File: src/rtl/fetch_unit.sv
// Instruction fetch: holds the PC, issues single outstanding imem reads, queues {pc, word} for decode.
// Latency: ack in cycle N -> instr_valid in N+1; sustains one instruction/cycle with same-cycle acks.
// Backpressure: instr_valid/instr_ready; requests pause when the queue has no free slot. Option macro: FETCH_MISALIGN_TRAP_EN.
module fetch_unit #(
  parameter logic [31:0] RESET_PC = 32'h0000_0000,
  parameter int          QDEPTH   = 2
) (
  input  logic        clk,
  input  logic        rst,
  output logic        imem_req,
  output logic [31:0] imem_addr,
  input  logic        imem_ack,
  input  logic [31:0] imem_rdata,
  input  logic        redirect,
  input  logic [31:0] redirect_pc,
  output logic        instr_valid,
  output logic [31:0] instr,
  output logic [31:0] instr_pc,
  input  logic        instr_ready,
  output logic        misalign
);

  localparam int PW = (QDEPTH > 2) ? 2 : 1;
  localparam int CW = PW + 1;

  typedef enum logic [1:0] {S_IDLE, S_FETCH, S_FLUSH} state_t;

  state_t        state_q, state_d;
  logic [31:0]   pc_q, pc_d;
  logic [31:0]   addr_q, addr_d;
  logic [CW-1:0] count_q, count_d;
  logic [PW-1:0] head_q, head_d, tail_q, tail_d;
  logic [31:0]   q_instr_q [QDEPTH];
  logic [31:0]   q_instr_d [QDEPTH];
  logic [31:0]   q_pc_q    [QDEPTH];
  logic [31:0]   q_pc_d    [QDEPTH];

  logic          push, pop, space;
  logic [CW:0]   level;
  logic [31:0]   target;
  logic          trap;   // redirect that must stop fetching
  logic          halt;   // fetching is parked until a clean redirect

  // Low address bits never reach the PC; a word address is always produced.
  assign target = redirect_pc & 32'hFFFF_FFFC;

`ifdef FETCH_MISALIGN_TRAP_EN
  logic misalign_q, misalign_d;
  assign trap     = redirect && (redirect_pc[1:0] != 2'b00);
  assign halt     = misalign_q;
  assign misalign = misalign_q;

  // Sticky flag: only a redirect changes it, aligned clears, misaligned sets.
  always_comb begin
    misalign_d = misalign_q;
    if (redirect) misalign_d = (redirect_pc[1:0] != 2'b00);
  end

  // Misalign flag register.
  always_ff @(posedge clk) begin
    if (rst) misalign_q <= 1'b0;
    else     misalign_q <= misalign_d;
  end
`else
  assign trap     = 1'b0;
  assign halt     = 1'b0;
  assign misalign = 1'b0;
`endif

  assign imem_req    = (state_q != S_IDLE);
  assign imem_addr   = addr_q;
  assign instr_valid = (count_q != '0);
  assign instr       = q_instr_q[head_q];
  assign instr_pc    = q_pc_q[head_q];

  // A redirect kills both queue movements in its cycle.
  assign pop   = instr_valid && instr_ready && !redirect;
  assign push  = (state_q == S_FETCH) && imem_ack && !redirect;
  assign level = {1'b0, count_q} - (CW+1)'(pop) + (CW+1)'(push);
  assign space = level < (CW+1)'(QDEPTH);

  // Queue bookkeeping plus fetch FSM next-state.
  always_comb begin
    state_d   = state_q;
    pc_d      = pc_q;
    addr_d    = addr_q;
    count_d   = count_q;
    head_d    = head_q;
    tail_d    = tail_q;
    q_instr_d = q_instr_q;
    q_pc_d    = q_pc_q;

    if (redirect) begin
      count_d = '0;
      head_d  = '0;
      tail_d  = '0;
    end else begin
      if (push) begin
        q_instr_d[tail_q] = imem_rdata;
        q_pc_d[tail_q]    = pc_q;
        tail_d            = tail_q + PW'(1);
      end
      if (pop) head_d = head_q + PW'(1);
      count_d = level[CW-1:0];
    end

    case (state_q)
      S_IDLE: begin
        if (redirect) begin
          pc_d = target;
        end else if (space && !halt) begin
          state_d = S_FETCH;
          addr_d  = pc_q;
        end
      end
      S_FETCH: begin
        if (redirect) begin
          pc_d = target;
          if (trap)          state_d = S_IDLE;
          else if (imem_ack) addr_d  = target;   // stale data dropped, go straight to target
          else               state_d = S_FLUSH;  // wait out the in-flight read
        end else if (imem_ack) begin
          pc_d = pc_q + 32'd4;
          if (space) addr_d  = pc_q + 32'd4;
          else       state_d = S_IDLE;
        end
      end
      S_FLUSH: begin
        if (redirect) pc_d = target;
        if (trap) begin
          state_d = S_IDLE;
        end else if (imem_ack) begin
          state_d = S_FETCH;
          addr_d  = redirect ? target : pc_q;
        end
      end
      default: state_d = S_IDLE;
    endcase
  end

  // State, PC, address and queue registers.
  always_ff @(posedge clk) begin
    if (rst) begin
      state_q <= S_IDLE;
      pc_q    <= RESET_PC;
      addr_q  <= RESET_PC;
      count_q <= '0;
      head_q  <= '0;
      tail_q  <= '0;
      for (int i = 0; i < QDEPTH; i++) begin
        q_instr_q[i] <= '0;
        q_pc_q[i]    <= '0;
      end
    end else begin
      state_q   <= state_d;
      pc_q      <= pc_d;
      addr_q    <= addr_d;
      count_q   <= count_d;
      head_q    <= head_d;
      tail_q    <= tail_d;
      q_instr_q <= q_instr_d;
      q_pc_q    <= q_pc_d;
    end
  end

endmodule
File: config.mk
export PLATFORM = sky130hd
export DESIGN_NAME = fetch_unit
export DESIGN_NICKNAME = d
export VERILOG_FILES = /design/src/rtl/fetch_unit.sv
export SDC_FILE = /design/constraint.sdc
export NUM_CORES = 1
export LEC_CHECK = 0
export CAP_MARGIN = 0
export CORE_ASPECT_RATIO = 1.5
export CORE_MARGIN = 4
export CORE_UTILIZATION = 30
export DETAILED_ROUTE_END_ITERATION = 6
export PLACE_DENSITY = 0.57
export SYNTH_ARGS = -nofsm -noshare
export SYNTH_HDL_FRONTEND = slang
export SYNTH_SLANG_ARGS = --single-unit
File: constraint.sdc
create_clock -name clk -period 11.6 [get_ports clk]
set_input_delay 1.74 -clock clk [delete_from_list [all_inputs] [get_ports clk]]
set_output_delay 1.74 -clock clk [all_outputs]
set_load 0.005 [all_outputs]
After elaboration in Yosys (flattened, before gate mapping)

Index checks and enable logic that the tools add are counted.

Bits of input ports: 69
Bits in registers: 198
Output and inout bits: 99
Logic and storage cells: 79

Multiplexer cells: 30
Reduce and logical (&&, ||, !) cells: 17
Magnitude comparators: 4
Bitwise logic cells: 3
Equal/unequal tests: 10
Add/subtract/negate cells: 5

Operators by type and width:

| kind                                                       | count |
|---|---|
| 2-to-1 mux 32 bit                                          | 17 |
| bitwise mux 64 bit                                         | 2 |
| case mux 32 bit (3 select lines)                           | 1 |
| case mux 32 bit (2 select lines)                           | 1 |
| adder 32 x 3 -> 32 bit, second input constant              | 1 |
| demux 32 bit (select 1 bit)                                | 1 |
| 2-to-1 mux 2 bit                                           | 7 |
| inequality test 3 bit, second input constant               | 4 |
| AND reduction 6 bit                                        | 2 |
| inequality test 2 bit, second input constant               | 4 |
| case mux 2 bit (3 select lines)                            | 1 |
| nonzero test 2 bit                                         | 3 |
| logical AND 1 bit                                          | 5 |
| >= comparator 2 bit, second input constant                 | 2 |
| NOT 1 -> 2 bit                                             | 2 |
| AND reduction 2 bit                                        | 2 |
| OR reduction 2 bit                                         | 2 |
| adder 3 x 1 -> 3 bit                                       | 1 |
| less-than comparator 3 x 2 -> 1 bit, second input constant | 1 |
| nonzero test 3 bit                                         | 1 |
| subtractor 2 x 1 -> 3 bit                                  | 1 |
| adder 1 bit, second input constant                         | 2 |
| equality test 2 x 1 -> 1 bit, second input constant        | 1 |
| equality test 2 bit, second input constant                 | 1 |
| other kinds (4)                                            | 4 |

Depth between registers and ports, before layout

Depth in word-level cells: 10
Mapped depth: 17
Depth with buffers taken out: 14

Least setup slack after synthesis

Ideal clock, no wire load.

Path kind: input to register
From: input redirect
To: register addr_q[18] (netlist: imem_addr[18])
Data arrival time: 5.068 ns
Cell stages on the path: 15
Path buffers: 6
Path slack: 6.431 ns
Required time: 11.499 ns
Cells stage by stage: clkbuf_1 > buf_1 > clkbuf_1 > buf_2 > nor2_1 > ha_1 > inv_1 > ha_1 > fa_1 > xor2_1 > nor4b_1 > o22ai_1 > clkbuf_1 > buf_1 > o41ai_1

Cells in the longest elaborated chain, start to end: 7
Elaborated cells between the ends (all ways): 14
Classes of those cells: add/sub: 2; order compare: 1; eq/ne: 3; mux: 4; reduce/logical: 4

RTL lines:

| element                                                                                | line | text |
|---|---|---|
| start, declared                                                                        | 14   | `input logic redirect,` |
| zero test 1 bit (*)                                                                    | 77   | `assign pop = instr_valid && instr_ready && !redirect;` |
| logical AND 1 bit (*)                                                                  | 77   |  |
| net pop                                                                                | 38   | `logic push, pop, space;` |
| subtractor 2 x 1 -> 3 bit (*)                                                          | 79   | `assign level = {1'b0, count_q} - (CW+1)'(pop) + (CW+1)'(push);` |
| adder 3 x 1 -> 3 bit (*)                                                               | 79   |  |
| less-than comparator 3 x 2 -> 1 bit (*)                                                | 80   | `assign space = level < (CW+1)'(QDEPTH);` |
| inequality test 3 bit (no source line) / inequality test 2 bit (equally long branches) | n/a  |  |
| AND reduction 6 bit (no source line) (*)                                               | n/a  |  |
| end signal, assigned                                                                   | 157  | `addr_q <= addr_d;` |
| end, declared                                                                          | 30   | `logic [31:0] addr_q, addr_d;` |

The timed path passes the listed nets; every way through them passes the cells marked *. The select of a mux whose other input is x is not followed.
A chain may end at the register's enable or synchronous reset.

Final worst setup path

From: input redirect
To: register addr_q[29] (netlist: imem_addr[29])

Cells in the longest elaborated chain, start to end: 7
Elaborated cells between the ends (all ways): 14
Classes of those cells: add/sub: 2; order compare: 1; eq/ne: 3; mux: 4; reduce/logical: 4

RTL lines:

| element                                                                                | line |
|---|---|
| zero test 1 bit                                                                        | 77, 78 |
| logical AND 1 bit                                                                      | 77 |
| subtractor 2 x 1 -> 3 bit                                                              | 79 |
| adder 3 x 1 -> 3 bit                                                                   | 79 |
| less-than comparator 3 x 2 -> 1 bit                                                    | 80 |
| inequality test 3 bit (no source line) / inequality test 2 bit (equally long branches) | n/a |
| AND reduction 6 bit (no source line)                                                   | n/a |

Parallel ways exist; a longest one is shown, timed or not. The select of a mux whose other input is x is not followed.

==> metrics <==
final setup TNS 0 ns; critical path endpoint imem_addr[29]$_SDFFE_PP0P_; Power Density 142 nW/µm²; Arrival @ worst endpoint 6.18 ns; total track usage 18.3%; Setup Buffers After CTS 0; clock period minus worst slack 5.82 ns; hold_sp q_instr_q[18]$_SDFFE_PP0P_; Starting Density 30.4%; GR peak layer met2; Post-synth EDFFs 0; die footprint 36300 µm²; status complete, no violations; Reg2Reg Depth 14; Post-synth top cells nand2_1 (313), dfxtp_1 (198), a21oi_1 (183); global routing met2 resource utilization 31.1%; TritonCTS buffer count 17; wirelength, routed 34300 µm; Hold Crit Depth 2; hold crit path type register to register; Final Wtd Congestion 0.871; R2R Path Start state_q[1]$_SDFFE_PP0P_; Syn Area/Cell 7.77 µm²; Antenna diodes 0; Layout area overhead 23.3%; CTS tree yes; CTS hold repair buffers 0; DR vias 9554; RSZ-0062 raised after global routing false; first-pass GRT wire length 52000 µm; VDD IR-drop max 0.0000881 V; worst reg2reg path endpoint imem_addr[29]$_SDFFE_PP0P_; Root Driver clkbuf_16; max-cap violation count 0; post-synthesis async set-or-reset flop share 0%; Post-Layout Cell Count 1787; clk sinks 198; DRT Pass-1 Iters 7; CORE AREA 32700 µm²; Clk Latency, worst-skew pair 0.46 ns; CP Launch Type input port; register area share after synthesis 39.8%; most frequent cell after synthesis nand2_1; WL/cell 19.2 µm; fin crit share 50.2%; met1 usage 22.1%; largest net degree at the start of global routing 137; Synthesized Nets 1360; Die W 157 µm; worst reg2reg setup slack 6.35 ns; Rows 81; number of global-route vias before repair 8888; share of the synthesized area in the top cell type 39.8%; Port Buf Inserts 164; final core occ 37.6%; CTS resizes 0; # IOs 168; WHS 0.452 ns; met3 Use GR 3.34%; Max Fclk 172 MHz; Clock Skew 0.0167 ns; Post-Synthesis Cells 1283; drt via density 5.35; Setup violations, final 0; Hold Vio Cnt, Final 0; mapped cell area 9970 µm²; largest cells by area after synthesis dfxtp_1 (40%), nand2_1 (12%), a21oi_1 (9.2%); Ys Warns 0; Max H-tree Level 4; Inst Count DP 1755; DIE HEIGHT 231 µm; Reg clk slew, reported paths 0.07 ns; leakage power figure 4.16 nW; DRT iter0 DRCs 764; crit path from redirect; fraction of layout cells with a size suffix above 1 10.3%; Setup CP Type input port to register; # nets final 1436; synth unique cells 68; ys flop type dfxtp_1; Crit. End Element register; dominant cell type by area after synthesis dfxtp_1; Worst EP required 11.96 ns; total grt overflow 0; CP Max Fanout 67; #FFs+latches synth 198; number of antenna violations at the first check in global routing 0; Slew Limit Headroom 11.9%; final routed DRC violation total 0; Slew Limit Fails 0; Tightest Pin Transition 1.31 ns; Detail Placement HPWL 22500 µm; clk buf depth 2; Final ANT Viol Nets 0
## placed cells by master, fill, tap and decap left out, types with 5 or more instances in the layout
cell | synthesis | layout
nor3_1 | 23 | 23
o211ai_1 | 5 | 5
xnor2_1 | 6 | 6
o21ai_0 | 50 | 48
o22ai_1 | 9 | 8
and4_1 | 5 | 5
clkdlybuf4s50_1 | 0 | 162
nand3_1 | 17 | 16
nor2b_1 | 5 | 5
nand2_1 | 313 | 313
ha_1 | 7 | 7
clkbuf_16 | 0 | 17
nand2b_1 | 7 | 7
nand4_1 | 10 | 10
nor2_1 | 72 | 71
a221oi_1 | 13 | 13
clkinv_2 | 0 | 6
inv_1 | 19 | 19
nand3b_1 | 6 | 6
dfxtp_1 | 198 | 197
buf_4 | 6 | 15
xor2_1 | 8 | 8
o41ai_1 | 6 | 6
a31oi_1 | 12 | 12
a211oi_1 | 14 | 14
nor4_1 | 11 | 11
mux2_2 | 69 | 69
nor3b_1 | 6 | 6
a221o_1 | 6 | 6
o32ai_1 | 5 | 5
a21oi_1 | 183 | 182
mux2i_1 | 5 | 5
## area by class of cell
cell class	count	area [µm²]
fillers	3401	20400
multi-input cells	943	5430
flip-flops and latches	198	3970
repair buffers	179	1750
well taps	415	519
clock buffers	20	447
clock inverters	12	105
inverters	20	75.1
## sequential cells by signal, summed over array words and instances (netlist names)
register and flops:
pc_q 32, state_q 2, imem_addr 32, head_q 1, q_instr_q 64, tail_q 1
q_pc_q 64, count_q 2
## per-layer routing
layer | up-vias | part of all wire, % | routed length [µm]
met4 | 0 | 4.0 | 1360
li1 | 4625 | - | -
met2 | 324 | 49 | 16900
met5 | - | 0 | 0
met1 | 4548 | 41 | 14100
met3 | 57 | 5.6 | 1910
## how the worst min path moves through the flow
stage	slack, ns	endpoint
after floorplan	0.43	q_instr_q[0]$_SDFFE_PP0P_
after global placement	0.44	q_instr_q[24]$_SDFFE_PP0P_
after detailed placement	0.44	q_pc_q[52]$_SDFFE_PP0P_
after CTS	0.45	q_pc_q[52]$_SDFFE_PP0P_
after global routing	0.46	q_instr_q[35]$_SDFFE_PP0P_
final	0.45	q_instr_q[18]$_SDFFE_PP0P_
## worst max-delay path: stages
cell	delay, ns
buf_2	0.09
buf_4	0.33
nor2b_1	0.80
nand2_1	0.26
ha_1	0.34
inv_1	0.04
ha_1	0.18
fa_1	0.38
xor2_1	0.20
nor4b_1	0.42
o22ai_2	0.32
buf_4	0.34
or3_1	0.42
o32ai_1	0.29
## report_power, final
group | leakage [nW] | total, W | switching [W] | internal [W]
Combinational | 2.28 | 0.000397 | 0.000233 | 0.000164
Clock | 0.275 | 0.000577 | 0.000275 | 0.000302
Sequential | 1.61 | 0.000777 | 0.0000561 | 0.000721
## kinds of logic (layout without fill, tap and decap cells)
kind of cell / count (synthesis) / count (layout) / share of synthesized area [%]
AOI/OAI and AO/OA: 343 / 343 / 20.7
xor gates and xnor gates: 14 / 14 / 1.23
adders and majority gates: 8 / 8 / 1.08
buffers and inverters: 142 / 231 / 6.03
DFF: 198 / 198 / 39.8
muxes: 75 / 75 / 8.41
other: 1 / 1 / 0.0376
and+or+nand+nor: 502 / 502 / 22.8
## metrics by stage
stage	cell area [µm²]	total power [W]	worst slack [ns]
4_1_cts	12300	0.00177	5.77
3_3_place_gp	11700	0.00118	5.35
3_5_place_dp	11700	0.00119	5.26
2_1_floorplan	9970	0.000999	6.43
6_report	12300	0.00175	5.78
5_1_grt	12300	0.00184	5.42
Power figures use the tool's default switching activity.
